==> src/rtl/aes_gf_pkg.sv <==
// GF(2^8) arithmetic and shared widths for the AES MixColumns datapath.
// Multiplies by the MixColumns constants are xtime chains, so they stay pure XOR trees.
package aes_gf_pkg;

    localparam logic [7:0] AES_POLY = 8'h1b;
    localparam int         COL_W    = 32;
    localparam int         STATE_W  = 128;
    localparam int         COLS     = 4;

    typedef enum logic [1:0] {
        ST_IDLE = 2'd0,
        ST_CALC = 2'd1,
        ST_DONE = 2'd2
    } mc_state_e;

    function automatic logic [7:0] xtime(input logic [7:0] a);
        return {a[6:0], 1'b0} ^ (AES_POLY & {8{a[7]}});
    endfunction

    function automatic logic [7:0] x2(input logic [7:0] a);
        return xtime(a);
    endfunction

    function automatic logic [7:0] x3(input logic [7:0] a);
        return xtime(a) ^ a;
    endfunction

    // 9/b/d/e share the x2, x4, x8 chain: 9=8+1, b=8+2+1, d=8+4+1, e=8+4+2
    function automatic logic [7:0] x9(input logic [7:0] a);
        return xtime(xtime(xtime(a))) ^ a;
    endfunction

    function automatic logic [7:0] xb(input logic [7:0] a);
        return xtime(xtime(xtime(a))) ^ xtime(a) ^ a;
    endfunction

    function automatic logic [7:0] xd(input logic [7:0] a);
        return xtime(xtime(xtime(a))) ^ xtime(xtime(a)) ^ a;
    endfunction

    function automatic logic [7:0] xe(input logic [7:0] a);
        return xtime(xtime(xtime(a))) ^ xtime(xtime(a)) ^ xtime(a);
    endfunction

endpackage

==> src/rtl/mix_columns_engine_if.sv <==
// Input/output handshake bundle of the MixColumns engine; master = producer/consumer side.
interface mix_columns_engine_if;
    import aes_gf_pkg::*;

    logic               in_valid;
    logic               in_ready;
    logic               in_inv;
    logic [STATE_W-1:0] in_state;
    logic               out_valid;
    logic               out_ready;
    logic [STATE_W-1:0] out_state;

    modport master (
        output in_valid, in_inv, in_state, out_ready,
        input  in_ready, out_valid, out_state
    );

    modport slave (
        input  in_valid, in_inv, in_state, out_ready,
        output in_ready, out_valid, out_state
    );

endinterface

==> src/rtl/mix_column_word.sv <==
// Combinational MixColumns / InvMixColumns of one 32-bit column, byte 0 in the MSBs.
// With INV_EN=0 only the forward XOR tree is built and inv_i is ignored.
module mix_column_word
    import aes_gf_pkg::*;
#(
    parameter bit INV_EN = 1'b1
) (
    input  logic [COL_W-1:0] col_i,
    input  logic             inv_i,
    output logic [COL_W-1:0] col_o
);

    logic [7:0]       b0, b1, b2, b3;
    logic [COL_W-1:0] fwd_col;

    assign {b0, b1, b2, b3} = col_i;

    assign fwd_col = {
        x2(b0) ^ x3(b1) ^ b2     ^ b3,
        b0     ^ x2(b1) ^ x3(b2) ^ b3,
        b0     ^ b1     ^ x2(b2) ^ x3(b3),
        x3(b0) ^ b1     ^ b2     ^ x2(b3)
    };

    generate
        if (INV_EN) begin : g_inv
            logic [COL_W-1:0] inv_col;

            assign inv_col = {
                xe(b0) ^ xb(b1) ^ xd(b2) ^ x9(b3),
                x9(b0) ^ xe(b1) ^ xb(b2) ^ xd(b3),
                xd(b0) ^ x9(b1) ^ xe(b2) ^ xb(b3),
                xb(b0) ^ xd(b1) ^ x9(b2) ^ xe(b3)
            };
            assign col_o = inv_i ? inv_col : fwd_col;
        end else begin : g_fwd
            logic unused_inv;

            assign unused_inv = inv_i;
            assign col_o      = fwd_col;
        end
    endgenerate

endmodule

==> src/rtl/mix_columns_engine.sv <==
// Multi-cycle MixColumns engine: COLS_PER_CYCLE columns per clock, result 4/CPC cycles after accept.
// Holds the result until out_ready; a new state is taken in the same cycle the old one leaves.
module mix_columns_engine
    import aes_gf_pkg::*;
#(
    parameter int COLS_PER_CYCLE = 1,
    parameter bit INV_EN         = 1'b1
) (
    input  logic                 clk_i,
    input  logic                 reset_i,
    mix_columns_engine_if.slave  bus,
    output logic                 busy_o
);

    localparam int GROUPS = COLS / COLS_PER_CYCLE;
    localparam int CNT_W  = (GROUPS > 1) ? $clog2(GROUPS) : 1;

    generate
        if (!(COLS_PER_CYCLE == 1 || COLS_PER_CYCLE == 2 || COLS_PER_CYCLE == 4)) begin : g_bad_cpc
            $error("mix_columns_engine: COLS_PER_CYCLE must be 1, 2 or 4");
        end
    endgenerate

    mc_state_e          state_q, state_d;
    logic [CNT_W-1:0]   cnt_q, cnt_d;
    logic [STATE_W-1:0] work_q, work_d;
    logic               mode_q, mode_d;

    logic               in_ready;
    logic               accept;
    logic               last_group;

    logic [6:0]         col_base [COLS_PER_CYCLE];
    logic [COL_W-1:0]   col_in   [COLS_PER_CYCLE];
    logic [COL_W-1:0]   col_out  [COLS_PER_CYCLE];

    // Column c lives at bits [(3-c)*32 +: 32]; group k covers columns k*CPC .. k*CPC+CPC-1
    always_comb begin
        for (int g = 0; g < COLS_PER_CYCLE; g++) begin
            col_base[g] = 7'((COLS - 1 - (int'(cnt_q) * COLS_PER_CYCLE + g)) * COL_W);
            col_in[g]   = work_q[col_base[g] +: COL_W];
        end
    end

    generate
        for (genvar g = 0; g < COLS_PER_CYCLE; g++) begin : g_col
            mix_column_word #(
                .INV_EN (INV_EN)
            ) u_word (
                .col_i (col_in[g]),
                .inv_i (mode_q),
                .col_o (col_out[g])
            );
        end
    endgenerate

    // Gated by reset so the producer never sees ready while the engine is held in reset
    assign in_ready   = !reset_i &&
                        ((state_q == ST_IDLE) || (state_q == ST_DONE && bus.out_ready));
    assign accept     = bus.in_valid && in_ready;
    assign last_group = (cnt_q == CNT_W'(GROUPS - 1));

    always_comb begin
        state_d = state_q;
        cnt_d   = cnt_q;
        work_d  = work_q;
        mode_d  = mode_q;

        unique case (state_q)
            ST_IDLE: begin
                if (accept) begin
                    work_d  = bus.in_state;
                    mode_d  = INV_EN ? bus.in_inv : 1'b0;
                    cnt_d   = '0;
                    state_d = ST_CALC;
                end
            end
            ST_CALC: begin
                for (int g = 0; g < COLS_PER_CYCLE; g++) begin
                    work_d[col_base[g] +: COL_W] = col_out[g];
                end
                if (last_group) begin
                    cnt_d   = '0;
                    state_d = ST_DONE;
                end else begin
                    cnt_d   = cnt_q + 1'b1;
                end
            end
            ST_DONE: begin
                if (accept) begin
                    work_d  = bus.in_state;
                    mode_d  = INV_EN ? bus.in_inv : 1'b0;
                    cnt_d   = '0;
                    state_d = ST_CALC;
                end else if (bus.out_ready) begin
                    state_d = ST_IDLE;
                end
            end
            default: begin
                state_d = ST_IDLE;
                cnt_d   = '0;
            end
        endcase
    end

    always_ff @(posedge clk_i or posedge reset_i) begin
        if (reset_i) begin
            state_q <= ST_IDLE;
            cnt_q   <= '0;
            work_q  <= '0;
            mode_q  <= 1'b0;
        end else begin
            state_q <= state_d;
            cnt_q   <= cnt_d;
            work_q  <= work_d;
            mode_q  <= mode_d;
        end
    end

    assign bus.in_ready  = in_ready;
    assign bus.out_valid = (state_q == ST_DONE);
    assign bus.out_state = work_q;
    assign busy_o        = (state_q == ST_CALC);

endmodule

==> src/flat_wrapper.sv <==
// flat-port wrapper written by rule: the top's interface ports become plain ports
module mix_columns_engine_flat import aes_gf_pkg::*;
#(
    parameter int COLS_PER_CYCLE = 1,
    parameter bit INV_EN         = 1'b1
)
  (clk_i, reset_i, busy_o, bus_in_valid, bus_in_inv, bus_in_state, bus_out_ready, bus_in_ready, bus_out_valid, bus_out_state);
  mix_columns_engine_if bus_i ();
  input  logic clk_i;
  input  logic reset_i;
  output logic busy_o;
  input wire logic [$bits(bus_i.in_valid)-1:0] bus_in_valid;
  input wire logic [$bits(bus_i.in_inv)-1:0] bus_in_inv;
  input wire logic [$bits(bus_i.in_state)-1:0] bus_in_state;
  input wire logic [$bits(bus_i.out_ready)-1:0] bus_out_ready;
  output wire logic [$bits(bus_i.in_ready)-1:0] bus_in_ready;
  output wire logic [$bits(bus_i.out_valid)-1:0] bus_out_valid;
  output wire logic [$bits(bus_i.out_state)-1:0] bus_out_state;
  assign bus_i.in_valid = bus_in_valid;
  assign bus_i.in_inv = bus_in_inv;
  assign bus_i.in_state = bus_in_state;
  assign bus_i.out_ready = bus_out_ready;
  assign bus_in_ready = bus_i.in_ready;
  assign bus_out_valid = bus_i.out_valid;
  assign bus_out_state = bus_i.out_state;
  mix_columns_engine #(.COLS_PER_CYCLE(COLS_PER_CYCLE), .INV_EN(INV_EN)) u_core (.clk_i(clk_i), .reset_i(reset_i), .bus(bus_i), .busy_o(busy_o));
endmodule
==> config.mk <==
export PLATFORM = sky130hd
export DESIGN_NAME = mix_columns_engine_flat
export DESIGN_NICKNAME = d
export VERILOG_FILES = /design/src/rtl/aes_gf_pkg.sv /design/src/rtl/mix_columns_engine_if.sv /design/src/rtl/mix_column_word.sv /design/src/rtl/mix_columns_engine.sv /design/src/flat_wrapper.sv
export SDC_FILE = /design/constraint.sdc
export NUM_CORES = 1
export LEC_CHECK = 0
export CORE_MARGIN = 2
export CORE_UTILIZATION = 45
export DETAILED_ROUTE_END_ITERATION = 16
export GPL_TIMING_DRIVEN = 0
export HOLD_SLACK_MARGIN = 0.05
export PLACE_DENSITY = 0.74
export REMOVE_ABC_BUFFERS = 1
export SYNTH_ARGS = -nofsm -noshare
export SYNTH_HDL_FRONTEND = slang
export SYNTH_SLANG_ARGS = --single-unit
export TNS_END_PERCENT = 50
==> constraint.sdc <==
create_clock -name clk_i -period 11.62 [get_ports clk_i]
set_input_delay 2.905 -clock clk_i [delete_from_list [all_inputs] [get_ports clk_i]]
set_output_delay 2.905 -clock clk_i [all_outputs]
set_load 0.005 [all_outputs]
# After elaboration in Yosys (flattened, before gate mapping)
# Index checks and enable logic that the tools add are counted.
[totals] ff_bits=133 in_bits=133 out_inout_bits=131 elab_cells=104
[classes] addsub=3 n_eq_ne=7 n_shift=3 mux=12 n_bitwise=64 n_reduce_logical=11
[op_table] op="bitwise XOR 8 bit" count=52
[op_table] op="case mux 128 bit (2 select lines)" count=1
[op_table] op="bitwise mux 128 bit" count=1
[op_table] op="2-to-1 mux 128 bit" count=1
[op_table] op="variable shift 32 x 9 -> 128 bit (first input constant)" count=1
[op_table] op="variable part select 128 x 8 -> 32 bit" count=1
[op_table] op="variable part select 32 x 9 -> 128 bit" count=1
[op_table] op="bitwise XOR 8 x 5 -> 8 bit" count=12
[op_table] op="2-to-1 mux 32 bit" count=1
[op_table] op="2-to-1 mux 2 bit" count=6
[op_table] op="negation 7 -> 9 bit" count=1
[op_table] op="!= test 2 x 1 -> 1 bit (second input constant)" count=3
[op_table] op="case mux 2 bit (3 select lines)" count=1
[op_table] op="equality test 2 bit (second input constant)" count=2
[op_table] op="case mux 2 bit (2 select lines)" count=1
[op_table] op="AND reduction 2 bit" count=2
[op_table] op="logical AND 1 bit" count=3
[op_table] op="!= test 3 x 2 -> 1 bit (second input constant)" count=1
[op_table] op="AND reduction 3 bit" count=1
[op_table] op="adder 2 x 1 -> 2 bit (second input constant)" count=1
[op_table] op="equality test 2 x 1 -> 1 bit (second input constant)" count=1
[op_table] op="zero test 2 bit" count=1
[op_table] op="nonzero test 2 bit" count=1
[op_table] op="OR reduction 2 bit" count=1
[op_table] op="other kinds (3)" count=3

# Logic depth before layout (Yosys ltp)
[depth] word_depth=14 ltp_mapped=12 depth_no_buf=8

# Cells and area by module
# Synthesis repeated with hierarchy kept, for this count alone.
[hier_totals] hier_cells=896 hier_area_um2=10512.6
[by_module_without_submodules] module="mix_columns_engine" n_inst=1 cells_per_inst=623 area_per_inst_um2=8032.7 seq_area_each_um2=3328.2
[by_module_without_submodules] module="mix_column_word" n_inst=1 cells_per_inst=273 area_per_inst_um2=2479.9 seq_area_each_um2=0.0

# Least setup slack after synthesis
# Ideal clock, no wire load.
[synth_path] path_type="in2out" start="input bus_out_ready" end="output bus_in_ready" arrival_time_ns=3.297 required_time_ns=8.715 setup_slack_ns=5.418 cell_stages=2 n_path_buf=0 path_cell_list="inv_1 > a211oi_1"
[synth_between] elab_chain_cells=3
[synth_rtl] item="start, declared" line_no="flat_wrapper.sv:15" source="input wire logic [$bits(bus_i.out_ready)-1:0] bus_out_ready;"
[synth_rtl] item="logical AND 1 bit" line_no="mix_columns_engine.sv:59" source="((state_q == ST_IDLE) || (state_q == ST_DONE && bus.out_ready));"
[synth_rtl] item="logical OR 1 bit" line_no="mix_columns_engine.sv:59"
[synth_rtl] item="logical AND 1 bit" line_no="mix_columns_engine.sv:58" source="assign in_ready = !reset_i &&"
[synth_rtl] item="end, declared" line_no="flat_wrapper.sv:16" source="output wire logic [$bits(bus_i.in_ready)-1:0] bus_in_ready;"
# No other way between the ends.

# Final worst setup path
[layout_path] start="input reset_i" end="output bus_in_ready"
[layout_between] elab_chain_cells=2
[layout_rtl] item="start, declared" line_no="flat_wrapper.sv:10" source="input logic reset_i;"
[layout_rtl] item="zero test 1 bit" line_no="mix_columns_engine.sv:58"
[layout_rtl] item="logical AND 1 bit" line_no="mix_columns_engine.sv:58"
# No other way between the ends.

==> impl_metrics.ini <==
[critical_path]
critPathArrivalTime_ns = 4.35
critPathCaptureType = output pin
crit_fanout = 3
crit_required_ns = 8.72
critPathLaunchType = input port
worstSetupPathType = input port to output pin
r2r_setup_slack_ns = 7.29

[final_layout]
diodes = 0
area_growth_pct = 36.0
multiInputGateArea_um2 = 5920
fin_area_um2 = 13200
drive_gt1_frac = 0.0936
instances_no_fill = 1440
nets = 1289
fill_cells = 1716
regArea_um2 = 3330
final_util = 0.625

[logic_synthesis]
yosysUniqueCellTypes = 44
synth-edff-count = 0
ys_seq_area_frac = 0.344
synth.top_cell.area_share = 0.344
yosysWarningCount = 0
synth-seq-cells = 133
yosys-top-cells-count = xnor2_1, dfrtp_1, a21oi_1
synthTopCellsByArea = dfrtp_1, xnor2_1, mux4_2
synth_most_common_cell = xnor2_1
synth_area_um2 = 9690
async_flop_share = 1.00
ys.flop_type = dfrtp_1
avgSynthCellArea_um2 = 10.3
yosysTopAreaCell = dfrtp_1
syn_inst = 942

[grt]
grtUsageMet3 = 0.0503
grt_usage = 0.279
first_global_vias = 8483
antenna_found_initial = 0
grt_use_met2 = 0.452
grt_pass1_wl_um = 48100
use_met1 = 0.384
grt_busiest_layer = met2
grt_max_degree = 119
overflow = 0

[clock_network]
cts_sinks = 133
cts_resized = 0
hold_buffers = 0
clk_pin_slew_ns = 0.06
tritoncts = built
cts_buffers = 17
cts_max_level = 4
clockRootBuffer = clkbuf_16
cts_setup_buffers = 0
cts.path.max_buffers = 2
clk_latency_ns = 0.42

[routing]
drt_iter0_drc = 528
vias = 8384
drt-total-wl_um = 31100
wl_per_cell_um = 21.6
drt_first_pass_iters = 6
postRouteAntennaNets = 0
vias_per_cell = 5.82
drcViolationCount = 0

[floorplanning]
ios = 264
start_util = 0.459
row_count = 53
die_w_um = 151
die_y_um = 151
coreArea_um2 = 21100
dieArea_um2 = 22700

[timing]
fin_skew_ns = 0.00959
max_freq_ghz = 0.138
period_share = 0.625
setup_viol = 0
fin_setup_tns_ns = 0
maxSlewHeadroom = 0.0802
hold_viol = 0
max_slew.worst_pin.slew_ns = 1.38
min_period_ns = 7.26
drv_slew = 0
rsz0062_at_grt = no

[place]
portBuffers = 263
hpwl_um = 22600
gp_congestion = 0.888
place_area_um2 = 12500
placed_cells = 1408

[outcome]
status = complete, no violations

[flow_run]
max-cap-violations = 0

[worst_hold_path]
min-delay-path-class = register to register
metrics by stage:
stage | hold slack [ns] | setup slack (ns)
after floorplan | 0.473 | 5.16
after global placement | 0.484 | 3.16
after detailed placement | 0.493 | 4.36
after CTS | 0.506 | 4.35
after global routing | 0.532 | 4.30
final | 0.502 | 4.36
registers in the layout, indices dropped and copies added (netlist names):
signal	count
u_core.cnt_q	2
u_core.bus.out_state	128
u_core.state_q	2
u_core.mode_q	1
placed cells by master (no fill, tap or decap), types with 17 or more instances in the layout:
cell type	count
clkdlybuf4s50_1	263
xor2_1	46
clkbuf_16	17
o21a_1	20
xnor3_1	21
a2bb2oi_1	30
inv_1	23
and3_1	56
xnor2_1	135
a21oi_1	70
a221oi_1	20
o21ai_0	61
o221ai_1	18
o21ai_1	27
dfrtp_1	130
nor2_1	56
nand2_1	47
mux4_2	32
layer usage:
layer	part of all wire	wire (um)	vias up
met1	0.41	12900	4195
li1	-	-	3765
met4	0.023	721	0
met3	0.076	2380	53
met5	0	0	-
met2	0.49	15200	371
cells by family after synthesis:
logic type      after synthesis  share of synthesized area
compound gates              260                      0.170
xor+xnor                    227                      0.262
simple gates                173                     0.0850
flops                       133                      0.344
buf+inv                     104                     0.0506
mux                          41                     0.0843
fa+ha+maj                     4                    0.00517
worst max-delay path, stage by stage:
cell	delay, ns
clkdlybuf4s50_1	0.48
a211oi_1	0.38
clkdlybuf4s50_1	0.58
cell type report:
type | instances | area share
Inverter | 25 | 0.00788
Clock inverter | 12 | 0.0154
Timing Repair Buffer | 270 | 0.214
Tap cell | 275 | 0.0261
Sequential cell | 133 | 0.253
Clock buffer | 20 | 0.0347
Multi-Input combinational cell | 705 | 0.449
path summary, 6_finish.rpt:
path                                            from                         to  cells past startpoint
max                                          reset_i               bus_in_ready                      3
min                        u_core.bus.out_state[103]  u_core.bus.out_state[103]                      2
max reg2reg                        u_core.state_q[0]   u_core.bus.out_state[46]                      6
min reg2reg                u_core.bus.out_state[103]  u_core.bus.out_state[103]                      2
max in group asynchronous                    reset_i  u_core.bus.out_state[115]                      3
min in group asynchronous                    reset_i            u_core.cnt_q[1]                      2
Power is left out: the tool's default activity adds up to more than one toggle a clock period on the data nets, which glitch-free logic cannot reach.
